<file path="src/rtl/dest_pop_arbiter_pkg.sv">
// Shared definitions for the destination-FIFO drain scheduler:
// FSM state encoding, default word width and counter widths.
package tx_pkg;

    typedef enum logic [1:0] {
        IDLE   = 2'd0,
        SERVE0 = 2'd1,
        SERVE1 = 2'd2
    } arb_state_t;

    localparam int DATA_W_DEF = 6;   // matches data_out_D0/D1 of full_logic
    localparam int CNT_W      = 8;   // delivered-word counters, wrap at 256
    localparam int BURST_W    = 4;   // burst counter, weights are 1..15

endpackage

</file>
<file path="src/rtl/dest_pop_arbiter_if.sv">
// Bundle of the FIFO drain signals and the downstream valid/ready stream.
// master = arbiter side, slave = environment (FIFOs + link serializer).
interface dest_pop_arbiter_if
    import tx_pkg::*;
#(
    parameter int DATA_W = DATA_W_DEF
);
    logic              active_in;
    logic              empty_fifo_D0;
    logic              empty_fifo_D1;
    logic [DATA_W-1:0] data_out_D0;
    logic [DATA_W-1:0] data_out_D1;
    logic              D0_pop;
    logic              D1_pop;
    logic [DATA_W-1:0] out_data;
    logic              out_dest;
    logic              out_valid;
    logic              out_ready;
    logic [CNT_W-1:0]  cnt_D0;
    logic [CNT_W-1:0]  cnt_D1;

    modport master (
        input  active_in, empty_fifo_D0, empty_fifo_D1, data_out_D0, data_out_D1, out_ready,
        output D0_pop, D1_pop, out_data, out_dest, out_valid, cnt_D0, cnt_D1
    );

    modport slave (
        output active_in, empty_fifo_D0, empty_fifo_D1, data_out_D0, data_out_D1, out_ready,
        input  D0_pop, D1_pop, out_data, out_dest, out_valid, cnt_D0, cnt_D1
    );
endinterface

</file>
<file path="src/rtl/dest_pop_arbiter_out_skid_fifo.sv">
// Two-entry output FIFO holding {dest, data} words captured after a pop.
// Head drives the downstream stream directly; count feeds the credit check.
module out_skid_fifo #(
    parameter int WIDTH = 7
) (
    input  logic             clk,
    input  logic             reset,
    input  logic             i_wr_en,
    input  logic [WIDTH-1:0] i_wr_data,
    output logic [WIDTH-1:0] o_rd_data,
    output logic             o_rd_valid,
    input  logic             i_rd_ready,
    output logic [1:0]       o_count
);
    logic [WIDTH-1:0] r_mem [2];
    logic             r_wr_ptr;
    logic             r_rd_ptr;
    logic [1:0]       r_count;
    logic             w_rd_fire;

    assign w_rd_fire  = o_rd_valid & i_rd_ready;
    assign o_rd_valid = (r_count != 2'd0);
    assign o_rd_data  = r_mem[r_rd_ptr];
    assign o_count    = r_count;

    // Storage, pointers and occupancy; entries cleared so out_data reads 0 after reset
    always_ff @(posedge clk or negedge reset) begin
        if (!reset) begin
            r_mem[0] <= '0;
            r_mem[1] <= '0;
            r_wr_ptr <= 1'b0;
            r_rd_ptr <= 1'b0;
            r_count  <= 2'd0;
        end else begin
            if (i_wr_en) begin
                r_mem[r_wr_ptr] <= i_wr_data;
                r_wr_ptr        <= ~r_wr_ptr;
            end
            if (w_rd_fire) begin
                r_rd_ptr <= ~r_rd_ptr;
            end
            r_count <= r_count + 2'(i_wr_en) - 2'(w_rd_fire);
        end
    end
endmodule

</file>
<file path="src/rtl/dest_pop_arbiter.sv">
// Weighted round-robin drain of destination FIFOs D0/D1 into one tagged
// valid/ready stream. A pop is only issued when the 2-entry output buffer
// is guaranteed room for it (buffered + in-flight words), so the buffer
// never overflows and the pop strobes never depend on out_data.
module dest_pop_arbiter
    import tx_pkg::*;
#(
    parameter int DATA_W = DATA_W_DEF,
    parameter int W0     = 2,
    parameter int W1     = 1
) (
    input  logic               clk,
    input  logic               reset,
    dest_pop_arbiter_if.master io_arb
);
    localparam logic [BURST_W-1:0] W0_L = BURST_W'(W0);
    localparam logic [BURST_W-1:0] W1_L = BURST_W'(W1);

    arb_state_t         r_state, w_state_next;
    logic [BURST_W-1:0] r_burst, w_burst_next, w_burst_inc, w_weight;
    logic               r_last, w_last_next;
    logic               r_inflight, r_inflight_dest;
    logic [CNT_W-1:0]   r_cnt_d0, r_cnt_d1;
    logic [1:0]         w_buf_count;
    logic [DATA_W:0]    w_wr_data, w_rd_data;
    logic               w_rd_valid, w_hs, w_credit_ok;
    logic               w_serving, w_sel, w_sel_empty, w_oth_empty, w_pop;

    // A handshake this cycle frees a slot, so it counts as credit already
    assign w_hs        = w_rd_valid & io_arb.out_ready;
    assign w_credit_ok = ({1'b0, w_buf_count} + {2'b00, r_inflight}) < (3'd2 + {2'b00, w_hs});

    assign w_serving   = (r_state == SERVE0) || (r_state == SERVE1);
    assign w_sel       = (r_state == SERVE1);
    assign w_sel_empty = w_sel ? io_arb.empty_fifo_D1 : io_arb.empty_fifo_D0;
    assign w_oth_empty = w_sel ? io_arb.empty_fifo_D0 : io_arb.empty_fifo_D1;
    assign w_weight    = w_sel ? W1_L : W0_L;
    assign w_pop       = w_serving & io_arb.active_in & w_credit_ok & ~w_sel_empty;
    assign w_burst_inc = r_burst + BURST_W'(w_pop);

    assign io_arb.D0_pop = w_pop & ~w_sel;
    assign io_arb.D1_pop = w_pop & w_sel;

    // Next-state, burst and last-served decode
    always_comb begin
        w_state_next = r_state;
        w_burst_next = r_burst;
        w_last_next  = r_last;
        case (r_state)
            IDLE: begin
                if (io_arb.active_in) begin
                    w_burst_next = '0;
                    if (!io_arb.empty_fifo_D0 && !io_arb.empty_fifo_D1) begin
                        w_state_next = r_last ? SERVE0 : SERVE1;
                    end else if (!io_arb.empty_fifo_D0) begin
                        w_state_next = SERVE0;
                    end else if (!io_arb.empty_fifo_D1) begin
                        w_state_next = SERVE1;
                    end
                end
            end
            SERVE0, SERVE1: begin
                if (!io_arb.active_in) begin
                    w_state_next = IDLE;
                end else if (w_sel_empty || (w_burst_inc == w_weight)) begin
                    w_burst_next = '0;
                    w_last_next  = w_sel;
                    if (!w_oth_empty) begin
                        w_state_next = w_sel ? SERVE0 : SERVE1;
                    end else if (!w_sel_empty) begin
                        w_state_next = r_state;
                    end else begin
                        w_state_next = IDLE;
                    end
                end else begin
                    w_burst_next = w_burst_inc;
                end
            end
            default: w_state_next = IDLE;
        endcase
    end

    // FSM state register; last=1 so D0 wins the first tie
    always_ff @(posedge clk or negedge reset) begin
        if (!reset) begin
            r_state <= IDLE;
            r_burst <= '0;
            r_last  <= 1'b1;
        end else begin
            r_state <= w_state_next;
            r_burst <= w_burst_next;
            r_last  <= w_last_next;
        end
    end

    // Remember a pop so its word is captured when the FIFO presents it
    always_ff @(posedge clk or negedge reset) begin
        if (!reset) begin
            r_inflight      <= 1'b0;
            r_inflight_dest <= 1'b0;
        end else begin
            r_inflight      <= w_pop;
            r_inflight_dest <= w_sel;
        end
    end

    assign w_wr_data = {r_inflight_dest, r_inflight_dest ? io_arb.data_out_D1 : io_arb.data_out_D0};

    out_skid_fifo #(
        .WIDTH (DATA_W + 1)
    ) u_out_fifo (
        .clk        (clk),
        .reset      (reset),
        .i_wr_en    (r_inflight),
        .i_wr_data  (w_wr_data),
        .o_rd_data  (w_rd_data),
        .o_rd_valid (w_rd_valid),
        .i_rd_ready (io_arb.out_ready),
        .o_count    (w_buf_count)
    );

    // Per-destination delivered-word counters, wrapping modulo 256
    always_ff @(posedge clk or negedge reset) begin
        if (!reset) begin
            r_cnt_d0 <= '0;
            r_cnt_d1 <= '0;
        end else if (w_hs) begin
            if (w_rd_data[DATA_W]) begin
                r_cnt_d1 <= r_cnt_d1 + 1'b1;
            end else begin
                r_cnt_d0 <= r_cnt_d0 + 1'b1;
            end
        end
    end

    assign io_arb.out_data  = w_rd_data[DATA_W-1:0];
    assign io_arb.out_dest  = w_rd_data[DATA_W];
    assign io_arb.out_valid = w_rd_valid;
    assign io_arb.cnt_D0    = r_cnt_d0;
    assign io_arb.cnt_D1    = r_cnt_d1;
endmodule

</file>
<file path="src/flat_wrapper.sv">
// flat-port wrapper written by rule: the top's interface ports become plain ports
module dest_pop_arbiter_flat import tx_pkg::*;
#(
    parameter int DATA_W = DATA_W_DEF,
    parameter int W0     = 2,
    parameter int W1     = 1
)
  (clk, reset, io_arb_active_in, io_arb_empty_fifo_D0, io_arb_empty_fifo_D1, io_arb_data_out_D0, io_arb_data_out_D1, io_arb_out_ready, io_arb_D0_pop, io_arb_D1_pop, io_arb_out_data, io_arb_out_dest, io_arb_out_valid, io_arb_cnt_D0, io_arb_cnt_D1);
  dest_pop_arbiter_if #(.DATA_W(DATA_W)) io_arb_i ();
  input  logic clk;
  input  logic reset;
  input wire logic [$bits(io_arb_i.active_in)-1:0] io_arb_active_in;
  input wire logic [$bits(io_arb_i.empty_fifo_D0)-1:0] io_arb_empty_fifo_D0;
  input wire logic [$bits(io_arb_i.empty_fifo_D1)-1:0] io_arb_empty_fifo_D1;
  input wire logic [$bits(io_arb_i.data_out_D0)-1:0] io_arb_data_out_D0;
  input wire logic [$bits(io_arb_i.data_out_D1)-1:0] io_arb_data_out_D1;
  input wire logic [$bits(io_arb_i.out_ready)-1:0] io_arb_out_ready;
  output wire logic [$bits(io_arb_i.D0_pop)-1:0] io_arb_D0_pop;
  output wire logic [$bits(io_arb_i.D1_pop)-1:0] io_arb_D1_pop;
  output wire logic [$bits(io_arb_i.out_data)-1:0] io_arb_out_data;
  output wire logic [$bits(io_arb_i.out_dest)-1:0] io_arb_out_dest;
  output wire logic [$bits(io_arb_i.out_valid)-1:0] io_arb_out_valid;
  output wire logic [$bits(io_arb_i.cnt_D0)-1:0] io_arb_cnt_D0;
  output wire logic [$bits(io_arb_i.cnt_D1)-1:0] io_arb_cnt_D1;
  assign io_arb_i.active_in = io_arb_active_in;
  assign io_arb_i.empty_fifo_D0 = io_arb_empty_fifo_D0;
  assign io_arb_i.empty_fifo_D1 = io_arb_empty_fifo_D1;
  assign io_arb_i.data_out_D0 = io_arb_data_out_D0;
  assign io_arb_i.data_out_D1 = io_arb_data_out_D1;
  assign io_arb_i.out_ready = io_arb_out_ready;
  assign io_arb_D0_pop = io_arb_i.D0_pop;
  assign io_arb_D1_pop = io_arb_i.D1_pop;
  assign io_arb_out_data = io_arb_i.out_data;
  assign io_arb_out_dest = io_arb_i.out_dest;
  assign io_arb_out_valid = io_arb_i.out_valid;
  assign io_arb_cnt_D0 = io_arb_i.cnt_D0;
  assign io_arb_cnt_D1 = io_arb_i.cnt_D1;
  dest_pop_arbiter #(.DATA_W(DATA_W), .W0(W0), .W1(W1)) u_core (.clk(clk), .reset(reset), .io_arb(io_arb_i));
endmodule
</file>
<file path="config.mk">
export PLATFORM = sky130hd
export DESIGN_NAME = dest_pop_arbiter_flat
export DESIGN_NICKNAME = d
export VERILOG_FILES = /design/src/rtl/dest_pop_arbiter_pkg.sv /design/src/rtl/dest_pop_arbiter_if.sv /design/src/rtl/dest_pop_arbiter_out_skid_fifo.sv /design/src/rtl/dest_pop_arbiter.sv /design/src/flat_wrapper.sv
export SDC_FILE = /design/constraint.sdc
export NUM_CORES = 1
export LEC_CHECK = 0
export CORE_UTILIZATION = 30
export DETAILED_ROUTE_END_ITERATION = 16
export PLACE_DENSITY = 0.52
export SLEW_MARGIN = 20
export SYNTH_ARGS = -nofsm -noshare
export SYNTH_HDL_FRONTEND = slang
export SYNTH_SLANG_ARGS = --single-unit
export TNS_END_PERCENT = 20
</file>
<file path="constraint.sdc">
create_clock -name clk -period 4.25 [get_ports clk]
set_input_delay 0.425 -clock clk [delete_from_list [all_inputs] [get_ports clk]]
set_output_delay 0.425 -clock clk [all_outputs]
set_load 0.05 [all_outputs]
</file>
==> results of run 1 <==
-- final timing paths --
kind / end / cells past startpoint / slack [ns]
worst min-delay path: u_core.io_arb.cnt_D1[5] / 1 / 0.11
min in group clk: u_core.io_arb.cnt_D1[7] / 1 / 0.47
worst max register to register: u_core.r_state[1] / 14 / 0.75
worst min register to register: u_core.io_arb.cnt_D1[7] / 1 / 0.47
max in group asynchronous: u_core.r_last / 1 / 3.75
worst max-delay path: u_core.r_state[1] / 14 / 0.75
-- cells in the final DEF (no fill, tap or decap), types with 3 or more instances in the layout --
cell type | Yosys | routed
a21oi_1 | 9 | 9
mux2_2 | 11 | 11
clkbuf_8 | 0 | 5
inv_1 | 6 | 6
nand2b_1 | 3 | 3
and3_1 | 3 | 3
dfrtp_1 | 42 | 42
clkdlybuf4s50_1 | 0 | 42
ha_1 | 11 | 11
xor2_1 | 6 | 6
nand2_1 | 15 | 15
nand3_1 | 3 | 3
nand4_1 | 7 | 7
o21ai_0 | 15 | 15
xnor2_1 | 13 | 13
nor2_1 | 14 | 14
mux2i_1 | 8 | 8
-- layout make-up --
class | count | area share, %
clock buffers | 6 | 2.604
clock inverters | 1 | 1.078
inverters | 6 | 0.8083
multi-input cells | 137 | 37.18
flip-flops and latches | 43 | 38.66
well taps | 96 | 4.311
repair buffers | 43 | 15.36
-- per-stage QoR --
| step | instances | setup slack (ns) | power [W] | hold WS, ns | instance area, µm² |
|---|---|---|---|---|---|
| after detailed placement | 325 | 0.6460 | 0.001768 | 0.4665 | 2681 |
| after floorplan | 191 | 1.128 | 0.001456 | 0.1294 | 2163 |
| after global placement | 325 | 0.6740 | 0.001759 | 0.4583 | 2681 |
| after global routing | 332 | 0.4763 | 0.002192 | 0.1559 | 2786 |
| after CTS | 332 | 0.7444 | 0.002081 | 0.3245 | 2784 |
| final | 332 | 0.7468 | 0.002048 | 0.1130 | 2786 |
-- cell families (layout without fill, tap and decap cells) --
family                   count (synthesis)  count (layout)  share of synthesized area [%]
AO/OA/AOI/OAI                           31              31                          9.428
adder cells (fa/ha/maj)                 11              11                          6.362
AND/OR/NAND/NOR                         55              55                          13.01
XOR/XNOR                                20              20                          8.965
multiplexers                            20              20                          10.12
flip-flops                              43              43                          49.80
buffers and inverters                   11              56                          2.313
-- flip-flops by register name, indices dropped and copies added (netlist names) --
signal / cells
u_core.u_out_fifo.r_mem: 14
u_core.u_out_fifo.r_wr_ptr: 1
u_core.r_last: 1
u_core.u_out_fifo.o_count: 2
u_core.r_inflight_dest: 1
u_core.r_state: 2
u_core.u_out_fifo.r_rd_ptr: 1
u_core.r_inflight: 1
u_core.io_arb.cnt_D1: 8
u_core.r_burst: 4
u_core.io_arb.cnt_D0: 8
-- power by group through the flow --
stage          sequential [W]  clock [W]  combinational, W
2_1_floorplan        0.000804          0          0.000652
3_3_place_gp         0.000715          0           0.00104
3_5_place_dp         0.000716          0           0.00105
4_1_cts              0.000709   0.000319           0.00105
5_1_grt              0.000730   0.000339           0.00112
6_report             0.000705   0.000304           0.00104
-- metal layers --
| layer | routed length, µm | track usage (%) |
|---|---|---|
| met3 | 172 | 3.128 |
| met2 | 1881 | 18.32 |
| met1 | 1930 | 16.22 |
| met4 | 65 | 4.848 |
| met5 | 0 | 0 |
-- worst max-delay path, stage by stage, from the launching register on --
cell and delay [ns]:
dfrtp_1 0.38, inv_1 0.10, ha_1 0.39, mux2i_1 0.23, nand3_1 0.20, nor2_1 0.17
nand2_1 0.09, inv_1 0.08, ha_1 0.16, ha_1 0.17, or3b_4 0.39, a21oi_4 0.18
a21oi_2 0.11, a2111oi_4 0.41, mux2_4 0.33
==> results.toml, run 1 <==
[run_status]
outcome = "finished clean"

[synth]
synth_seq_cells = 43
ys_types = 37
yosysWarnings = 0
synth.largest_area_cell = "dfrtp_1"
synth_top_area_share_pct = 48.58
synth_common_cells = "dfrtp_1 (42), nand2_1 (15), o21ai_0 (15)"
synth_nets = 220
synth_area_leaders = "dfrtp_1 (49%), ha_1 (6.4%), mux2_2 (5.7%)"
synthCells = 191
synth_edf_count = 0
synthArstFlopShare_pct = 100.0
synthesis.area_um2 = 2163
yosys_most_used_dff = "dfrtp_1"
synth_most_common_cell = "dfrtp_1"
yosysSeqAreaShare_pct = 49.80
syn_area_per_cell_um2 = 11.33

[timing]
min_period_ns = 3.503
fin_tns_setup_ns = 0
fin_crit_sh_pct = 82.43
grt_setup_unrepaired = "false"
max_slew_margin_pct = 63.87
worst_pin_slew_ns = 0.5419
maxSlewViolCount = 0
worst_clock_skew_ns = 0.007883
fmax_mhz = 285.5
finalHoldViolations = 0
setup_viol = 0

[power]
internal_power_w = 0.001155
p_leak_nw = 1.204
sw_frac_of_total_pct = 43.61
pwr-share-seq_pct = 34.4
power_switching_w = 0.0008932
pwr_density_cell_nw_per_um2 = 735.0
ir_worst_vdd_uv = 261.6
p_clk_share_pct = 14.9
power_frac_comb_pct = 50.7

[final_layout]
insertedDiodeCount = 0
areaGrowthSynthToFinish_pct = 28.80
seq_area_um2 = 1077
post-route-util_pct = 40.56
drive_gt1_share_pct = 11.86
multi_input_area_um2 = 1036
final_nets = 265
fill_cells = 687

[critical_path]
r2r-start = "u_core.r_state[0]"
critical_path_class = "reg2reg"
start_kind = "register"
crit_path_max_fanout = 10
crit_arrival_ns = 3.68
setup.worst_path.start = "u_core.r_state[0]"
crit_required_ns = 4.42
cp-end-kind = "register"

[global_route]
antenna_found_initial = 0
grt_pass1_vias = 1467
grt_util_all_layers_pct = 12.01
grt_start_max_net_pins = 44
grt_pass1_wl_um = 6982
overflow = 0

[die]
core_um2 = 6869
die_area_um2 = 7555
die_w_um = 86.92
boundaryPins = 44
die_h_um = 86.92
start_util_pct = 31.49
rows = 30

[clock_tree]
cts.path.max_buffers = 2
clock_tree.htree_level_count = 2
clkTransAtPathRegs_ns = 0.08
cts_resized = 0
clkSinkCount = 43
cts_tree = "built"
cts_root_buf = "clkbuf_8"
hold_buffers = 0
clkLatencyLatePin_ns = 0.29
postCtsSetupBuffers = 0
cts_made_buffers = 5

[detailed_routing]
wl_per_cell_um = 12.20
wirelength_um = 4050
drt_first_pass_iters = 4
drtAntennaViolNets = 0
via_count = 1516
routed_via_density = 4.566
drt-initial-drc-count = 70
drc = 0

[placement]
io_buffers = 43
place_congestion = 0.7372
dpl.hpwl_um = 2917

[hold_path]
min_path_type = "in2async"

[job]
drv_cap = 0
Power figures use the tool's default switching activity.
==> run 2, diff against run 1 <==
- clock period: 4.25 -> 3.5 ns (I/O delays scaled with it)
==> results.toml, run 2 (synthesis gave the netlist of run 1 again) <==
[power]
power_frac_comb_pct = 50.5
totalPowerFinal_w = 0.002534
pwr_density_cell_nw_per_um2 = 892.6
internal_power_w = 0.001439
sw_frac_of_total_pct = 43.21
p_clk_share_pct = 15.7
pwr-share-seq_pct = 33.8
power_switching_w = 0.001095
ir_worst_vdd_uv = 280.9
p_leak_nw = 1.238

[detailed_routing]
drtAntennaViolNets = 0
drc = 0
wl_per_cell_um = 12.01
via_count = 1516
drt_first_pass_iters = 4
drt-initial-drc-count = 38
wirelength_um = 4060
routed_via_density = 4.485

[global_route]
antenna_found_initial = 0
grt_util_all_layers_pct = 12.40
grt_pass1_wl_um = 7217
grt_pass1_vias = 1574
grt_start_max_net_pins = 44
overflow = 0

[final_layout]
insertedDiodeCount = 0
largest_register = "u_core.u_out_fifo.r_mem"
final_nets = 270
layout_common_cells = "clkdlybuf4s50_1 (42), dfrtp_1 (42), o21ai_0 (15), nand2_1 (15), nor2_1 (14)"
fin_cells = 338
largest_reg_flops = 14
areaGrowthSynthToFinish_pct = 31.23
drive_gt1_share_pct = 14.46

[timing]
fin_tns_setup_ns = 0
worst_clock_skew_ns = 0.003965
min_period_ns = 3.226
max_slew_margin_pct = 60.92
setup_viol = 0
grt_setup_unrepaired = "false"
finalHoldViolations = 0
fmax_mhz = 310.0
maxSlewViolCount = 0
worst_pin_slew_ns = 0.5801
fin_crit_sh_pct = 92.18

[die]
core_um2 = 6869
die_area_um2 = 7555
die_w_um = 86.92
rows = 30
start_util_pct = 31.49
boundaryPins = 44
die_h_um = 86.92

[clock_tree]
cts_made_buffers = 5
cts.path.max_buffers = 2
clkTransAtPathRegs_ns = 0.08
clock_tree.htree_level_count = 2
cts_root_buf = "clkbuf_8"
postCtsSetupBuffers = 0
clkSinkCount = 43
clkLatencyLatePin_ns = 0.29
hold_buffers = 0
cts_tree = "built"
cts_resized = 0

[critical_path]
reg2reg_depth = 12
crit_buf_inv = 1
start_kind = "register"
critPathTopFamily = "adder cells"
cpPeakStageDelay_ns = 0.43
reg2reg_to = "u_core.r_state[1]"
crit_top_cell = "ha_1"
crit_required_ns = 3.68
crit_arrival_ns = 3.40
critical_path_class = "reg2reg"
cp-end-kind = "register"
crit_path_max_fanout = 5
path_cells = "ha_1 -> ha_1 -> o21ai_0 -> nand2_1 -> inv_1 -> ha_1 -> ha_1 -> or3b_4 -> a21oi_4 -> a21oi_2 -> a2111oi_4 -> mux2_4"
slowest_stage = "dfrtp_1"
r2r-start = "u_core.r_inflight"
timing.reg2reg.setup_slack_ns = 0.27

[job]
drv_cap = 0

[placement]
place_congestion = 0.7963
io_buffers = 43
dpl.hpwl_um = 2921
dp_cells = 330

[run_status]
outcome = "finished clean"

[hold_path]
min_path_type = "in2async"
==> run 2: area by class of cell <==
class                           count  area [µm²]
Inverter                            6       22.52
Sequential cell                    43        1077
Clock inverter                      2       35.03
Clock buffer                        6       82.58
Timing Repair Buffer               48       465.4
Fill cell                         686        4030
Multi-Input combinational cell    137        1036
Tap cell                           96       120.1
==> run 2: stage by stage <==
stage	utilization [%]	setup slack [ns]	hold WS (ns)	cell area [µm²]
2_1_floorplan	-	0.3776	0.05441	2163
4_1_cts	41.29	0.2455	0.2468	2836
3_3_place_gp	39.58	0.3027	0.4592	2719
3_5_place_dp	39.58	0.2247	0.4649	2719
6_report	41.33	0.2737	0.04391	2839
5_1_grt	41.33	0.07948	0.08451	2839
==> run 2: power by group through the flow <==
stage          combinational (W)  sequential, W  clock (W)
2_1_floorplan           0.000791       0.000976          0
3_3_place_gp             0.00128       0.000868          0
3_5_place_dp             0.00129       0.000869          0
4_1_cts                  0.00130       0.000862   0.000416
5_1_grt                  0.00139       0.000892   0.000437
6_report                 0.00128       0.000858   0.000397
==> run 2: worst reg2reg max path, stage by stage, from the launching register on <==
cell,delay [ns]
dfrtp_1,0.43
ha_1,0.20
ha_1,0.26
o21ai_0,0.12
nand2_1,0.11
inv_1,0.06
ha_1,0.21
ha_1,0.30
or3b_4,0.39
a21oi_4,0.19
a21oi_2,0.11
a2111oi_4,0.40
mux2_4,0.33
==> run 2: layer usage <==
metal	wire length [µm]	vias up	global-route usage (%)
met5	0	-	0
met2	1921	32	20.97
met4	34	0	3.636
li1	-	761	-
met3	169	2	3.033
met1	1935	721	15.69
==> run 2: how the worst max path moves through the flow <==
| stage | startpoint | endpoint | slack [ns] | cells after the start |
|---|---|---|---|---|
| after floorplan | u_core.r_state[0] | u_core.r_state[1] | 0.38 | 15 |
| after global placement | io_arb_empty_fifo_D1 | u_core.r_state[1] | 0.30 | 13 |
| after detailed placement | io_arb_empty_fifo_D0 | u_core.r_state[1] | 0.22 | 13 |
| after CTS | u_core.r_inflight | u_core.r_state[1] | 0.25 | 12 |
| after global routing | u_core.r_inflight | u_core.r_state[1] | 0.08 | 12 |
| final | u_core.r_inflight | u_core.r_state[1] | 0.27 | 12 |
==> run 3, diff against run 2 <==
- clock period: 3.5 -> 4.2 ns (I/O delays scaled with it)
==> results.toml, run 3 (synthesis gave the netlist of run 1 again) <==
[run_status]
outcome = "finished clean"

[global_route]
use_met1_pct = 16.20
use_met2_pct = 17.82
grt_pass1_wl_um = 6789
grt.busiest_layer = "met2"
use_met3_pct = 2.844
grt_start_max_net_pins = 44
antenna_found_initial = 0
grt_pass1_vias = 1378
overflow = 0
grt_util_all_layers_pct = 11.76

[clock_tree]
clkTransAtPathRegs_ns = 0.08
clock_tree.htree_level_count = 2
cts_resized = 0
cts.path.max_buffers = 2
postCtsSetupBuffers = 0
cts_root_buf = "clkbuf_8"
clkSinkCount = 43
cts_made_buffers = 5
cts_tree = "built"
hold_buffers = 0
clkLatencyLatePin_ns = 0.29

[timing]
max_slew_margin_pct = 63.38
setup_viol = 0
worst_clock_skew_ns = 0.007433
fmax_mhz = 285.1
maxSlewViolCount = 0
finalHoldViolations = 0
worst_pin_slew_ns = 0.5493
fin_tns_setup_ns = 0
min_period_ns = 3.508
fin_crit_sh_pct = 83.53
grt_setup_unrepaired = "false"
fin_hold_ws_ns = 0.1032

[critical_path]
critPathTopFamily = "simple AND/OR/NAND/NOR gates"
crit_required_ns = 4.38
crit_path_max_fanout = 10
crit_buf_inv = 2
path_cells = "inv_1 -> ha_1 -> mux2i_1 -> nand3_1 -> nor2_1 -> nand2_1 -> inv_1 -> ha_1 -> ha_1 -> or3b_4 -> a21oi_4 -> a21oi_2 -> a2111oi_4 -> mux2_4"
crit_arrival_ns = 3.69
slowest_stage = "a2111oi_4"
cpPeakStageDelay_ns = 0.41
cp-end-kind = "register"
start_kind = "register"
crit_top_cell = "ha_1"
critical_path_class = "reg2reg"

[final_layout]
drive_gt1_share_pct = 12.24
seq_area_um2 = 1077
fill_cells = 686
insertedDiodeCount = 0
final_nets = 265
layout_common_cells = "clkdlybuf4s50_1 (42), dfrtp_1 (42), o21ai_0 (15), nand2_1 (15), nor2_1 (14)"
multi_input_area_um2 = 1036
areaGrowthSynthToFinish_pct = 27.99
largest_register = "u_core.u_out_fifo.r_mem"
largest_reg_flops = 14

[detailed_routing]
wirelength_um = 4061
drt-initial-drc-count = 46
drt_first_pass_iters = 4
via_count = 1478
drc = 0
drtAntennaViolNets = 0
wl_per_cell_um = 12.20
routed_via_density = 4.438

[placement]
place_congestion = 0.7366
io_buffers = 43
dpl.hpwl_um = 2913

[die]
core_um2 = 6869
die_area_um2 = 7555
rows = 30
boundaryPins = 44
die_h_um = 86.92
die_w_um = 86.92
start_util_pct = 31.49

[power]
pwr_density_cell_nw_per_um2 = 730.2
ir_worst_vdd_uv = 229.1
p_leak_nw = 1.194

[job]
drv_cap = 0

[hold_path]
min_path_type = "in2async"
-- run 3: changes by cell type in the layout (fill, tap and decap cells not counted), sizes merged --
cell      delta
bufinv       -1
clkinvlp     +1
buf          -5
-- run 3: report_power, final --
| part | switching (W) | leakage [nW] | total, W | internal [W] |
|---|---|---|---|---|
| clock network | 0.000141 | 0.0412 | 0.000257 | 0.000116 |
| registers | 0.000147 | 0.534 | 0.000713 | 0.000566 |
| logic | 0.000623 | 0.619 | 0.00105 | 0.000429 |
| total | 0.000911 | 1.19 | 0.00202 | 0.00111 |
-- run 3: stage by stage --
step / total power [W] / util [%] / instances / setup WS [ns] / area [µm²]
after floorplan: 0.001473 / - / 191 / 1.078 / 2163
after global placement: 0.001779 / 39.03 / 325 / 0.6309 / 2681
after detailed placement: 0.001790 / 39.03 / 325 / 0.5738 / 2681
after CTS: 0.002058 / 40.27 / 333 / 0.6884 / 2766
after global routing: 0.002159 / 40.31 / 333 / 0.4179 / 2769
final: 0.002022 / 40.31 / 333 / 0.6919 / 2769
-- run 3: worst register-to-register path, stage by stage (launching register included) --
cell	delay, ns
dfrtp_1	0.39
inv_1	0.10
ha_1	0.38
mux2i_1	0.23
nand3_1	0.20
nor2_1	0.17
nand2_1	0.10
inv_1	0.09
ha_1	0.17
ha_1	0.16
or3b_4	0.39
a21oi_4	0.18
a21oi_2	0.11
a2111oi_4	0.41
mux2_4	0.33
-- run 3: path summary, 6_finish.rpt --
kind	start	to	slack [ns]	cells past startpoint
max in group asynchronous	reset	u_core.r_last	3.71	1
hold / removal	reset	u_core.io_arb.cnt_D1[5]	0.10	1
setup reg to reg	u_core.r_state[0]	u_core.r_state[1]	0.69	14
hold reg to reg	u_core.io_arb.cnt_D1[7]	u_core.io_arb.cnt_D1[7]	0.47	1
setup / recovery	u_core.r_state[0]	u_core.r_state[1]	0.69	14
min in group clk	u_core.io_arb.cnt_D1[7]	u_core.io_arb.cnt_D1[7]	0.47	1
-- run 3: area by class of cell --
cell class	instances	share of cell area [%]
well taps	96	4.338
flip-flops and latches	43	38.91
multi-input cells	137	37.42
inverters	6	0.8134
repair buffers	43	15.45
clock inverters	2	0.4519
clock buffers	6	2.621
-- run 3: routing by layer --
metal	wire length (µm)	vias to the layer above	part of all wire, %
li1	-	751	-
met1	2029	692	50
met2	1802	31	44
met3	174	4	4.3
met4	55	0	1.4
met5	0	-	0
==> patch 1, RTL diff (config.mk and constraints of run 1) <==
Reset style: synchronous (`reset`), changed in 4 clocked blocks.
--- a/src/rtl/dest_pop_arbiter_out_skid_fifo.sv
+++ b/src/rtl/dest_pop_arbiter_out_skid_fifo.sv
@@ -24,7 +24,7 @@
     assign o_count    = r_count;
 
     // Storage, pointers and occupancy; entries cleared so out_data reads 0 after reset
-    always_ff @(posedge clk or negedge reset) begin
+    always_ff @(posedge clk) begin
         if (!reset) begin
             r_mem[0] <= '0;
             r_mem[1] <= '0;
--- a/src/rtl/dest_pop_arbiter.sv
+++ b/src/rtl/dest_pop_arbiter.sv
@@ -81,7 +81,7 @@
     end
 
     // FSM state register; last=1 so D0 wins the first tie
-    always_ff @(posedge clk or negedge reset) begin
+    always_ff @(posedge clk) begin
         if (!reset) begin
             r_state <= IDLE;
             r_burst <= '0;
@@ -94,7 +94,7 @@
     end
 
     // Remember a pop so its word is captured when the FIFO presents it
-    always_ff @(posedge clk or negedge reset) begin
+    always_ff @(posedge clk) begin
         if (!reset) begin
             r_inflight      <= 1'b0;
             r_inflight_dest <= 1'b0;
@@ -120,7 +120,7 @@
     );
 
     // Per-destination delivered-word counters, wrapping modulo 256
-    always_ff @(posedge clk or negedge reset) begin
+    always_ff @(posedge clk) begin
         if (!reset) begin
             r_cnt_d0 <= '0;
             r_cnt_d1 <= '0;
Formal check against the unedited RTL: differs if reset is asserted again (counterexample within 4 cycles, from zero or initial values and one cycle with reset low); with reset held inactive, the same outputs for 10 cycles.
==> patch 1 against run 1 <==
- cell area down 0.76%
- routed wire length increased by 4.8%
- sequential cell count grew 1
- synthesized area is 0.75% lower
- sequential share of layout area decreased by 1.7 points
- critical path type is now flop to output pin
- non-clock buffer count stayed put
- setup slack improved by 260 ps
- maximum frequency increased by 8.2%
Power is not compared: it rests on default switching activity, and its combinational part moved more than twofold at a synthesized area within 25%.
==> patch 1: results (changes against run 1) <==
* Met3 global-route usage at 2.476% (-0.65 points)
* Place WS at 878.9 ps (+232.9 ps)
* Slowest cell on crit path: clkdlybuf4s50_1
* Fraction of registers with async set/reset at 0% (-100 points)
* Share of layout cells above drive strength 1 at 7.722% (-4.1 points)
* Hold Path Class: flop to flop
* Synth Area in Compound Gates at 8.217% (-1.2 points)
* Global Route met2 Usage at 21.00% (+2.7 points)
* R2r endpoint: u_core.r_state[1]
* Adder-cell share of the synthesized area at 6.410% (+0.048 points)
* Reg-to-reg setup timing slack at 1040 ps (+290 ps)
* Max-Slew Margin vs Limit at 30.01% (-34 points)
* Critical path origin: u_core.r_state[1]
* Setup crit end: io_arb_D1_pop
* GR Util All Layers at 12.34% (+0.33 points)
* Status: finished, final reports clean
* Cells after Synth at 216 (+13%)
* Crit path DAT at 2810 ps (-870 ps)
* Proportion of synthesized area in mux cells at 7.867% (-2.3 points)
* Synth cell count leaders: 46 x nor2_1, 30 x dfxtp_1, 14 x edfxtp_1
* Min Tclk post-route at 3239 ps (-264.1 ps)
* Vias per inst at 4.439 (-2.8%)
* CP peak stage delay at 820 ps (+410 ps)
* Mapped Nets at 245 (+11%)
* GRT met1 Usage at 15.29% (-0.93 points)
* Final wirelength at 4.243 mm (+4.8%)
-- patch 1: cell types whose count changed after synthesis, moves of 5 or more --
cell	run 1	this run
dfxtp_1	0	30
o21ai_0	15	8
dfrtp_1	42	0
nor2_1	14	46
xor2_1	6	12
xnor2_1	13	7
nand3_1	3	8
nand2_1	15	9
edfxtp_1	0	14
inv_1	6	12
-- patch 1: final cells by class --
cell class	instances	share of cell area (%)
Sequential cell	44	36.92
Tap cell	96	4.344
Clock inverter	1	1.086
Clock buffer	7	2.760
Multi-Input combinational cell	152	37.69
Timing Repair Buffer	43	15.57
Inverter	12	1.629
-- patch 1: kinds of logic after synthesis --
logic type / Yosys count
fa+ha+maj: 11
mux: 16
simple gates: 81
buf+inv: 20
flops: 44
xor+xnor: 20
compound gates: 24
-- patch 1: metal layers --
layer	vias to the layer above	routed length, um
met4	0	38
met1	720	1987
met2	26	2046
met5	-	0
li1	824	-
met3	6	171
==> patch 2, RTL diff (settings of run 1) <==
Made on the original files. Set the package constant `CNT_W` to 9 (it was 8).
--- a/src/rtl/dest_pop_arbiter_pkg.sv
+++ b/src/rtl/dest_pop_arbiter_pkg.sv
@@ -9,7 +9,7 @@
     } arb_state_t;
 
     localparam int DATA_W_DEF = 6;   // matches data_out_D0/D1 of full_logic
-    localparam int CNT_W      = 8;   // delivered-word counters, wrap at 256
+    localparam int CNT_W      = 9;   // delivered-word counters, wrap at 256
     localparam int BURST_W    = 4;   // burst counter, weights are 1..15
 
 endpackage
Ports: changed (resized io_arb_cnt_D0 and io_arb_cnt_D1); port bits go from 44 to 46. No check against the original RTL was run, so the function may have changed too.
==> patch 2 against run 1 <==
- cell area up 3.4%
- critical path depth unchanged
- sequential power up 2%
- routed wire length up 2.9%
- largest cell class unchanged
- sequential cell count up 2
- setup slack better by 44 ps
- synthesized area up 3.9%
- critical endpoint unchanged
- power down 1.2%
==> patch 2: results (changes against run 1) <==
* Cell Area, Placed at 0.002790 sq mm (+4.1%)
* Total chip power at 0.002023 W (-1.2%)
* Status: finished, final reports clean
* Filler Cell Count at 716 (+4.2%)
* Mapped Nets at 231 (+5.0%)
* GR Util All Layers at 11.74% (-0.27 points)
* Port Buffer Count at 45 (+4.7%)
* Largest cells by area after synthesis: dfrtp_1 49%, ha_1 6.1%, mux2_2 5.5%
* Area of the multi-input gates at 0.001067 sq mm (+3.0%)
* Multi-In Gates at 145 (+5.8%)
* Seq group at 0.000720 W (+2%)
* Initial drt markers at 38 (-46%)
* Buffers, non-clock at 45 (+4.7%)
* Vias at 1,572 (+3.7%)
* Final clock skew at 8.150 ps (+0.2676 ps)
* Clock buf/inv share at 3.041% (-0.64 points)
* CP peak stage delay at 390 ps (-20 ps)
* Clock Sinks at 45 (+4.7%)
* Share of layout cells above drive strength 1 at 12.00% (+0.14 points)
* Slowest cell on crit path: dfrtp_1
* Lkg Pwr at 1.244 nW (+3.3%)
* Reg-to-reg setup timing slack at 790 ps (+40 ps)
* Placer Congestion at 0.8071 (+9.5%)
* Register area at 0.001127 sq mm (+4.6%)
* Internal at 0.001117 W (-3.3%)
* First-pass GRT wire length at 6.934 mm (-0.69%)
* Final core occ at 39.71% (-0.85 points)
patch 2: changes by cell type after synthesis, moves of 2 or more:
cell and change:
and3_1 -3, dfrtp_1 +2, nand3_1 +7, nand4_1 -6, nor2_1 +2, or3_1 +2
xor2_1 +3
patch 2: per-layer routing:
| layer | part of all wire (%) | routed length [um] | GRT usage (%) | up-vias |
|---|---|---|---|---|
| met1 | 47 | 1939 | 13.77 | 744 |
| met4 | 1.7 | 72 | 4.839 | 0 |
| met3 | 3.8 | 160 | 2.799 | 10 |
| li1 | - | - | - | 783 |
| met2 | 48 | 1996 | 20.56 | 35 |
| met5 | 0 | 0 | 0 | - |
patch 2: logic make-up after synthesis:
| kind of cell | Yosys count | share of synthesized area, % |
|---|---|---|
| flip-flops | 45 | 50.14 |
| adder cells (fa/ha/maj) | 11 | 6.121 |
| AO/OA/AOI/OAI | 31 | 8.792 |
| buffers and inverters | 12 | 2.393 |
| AND/OR/NAND/NOR | 61 | 13.41 |
| XOR/XNOR | 22 | 9.405 |
| multiplexers | 20 | 9.738 |
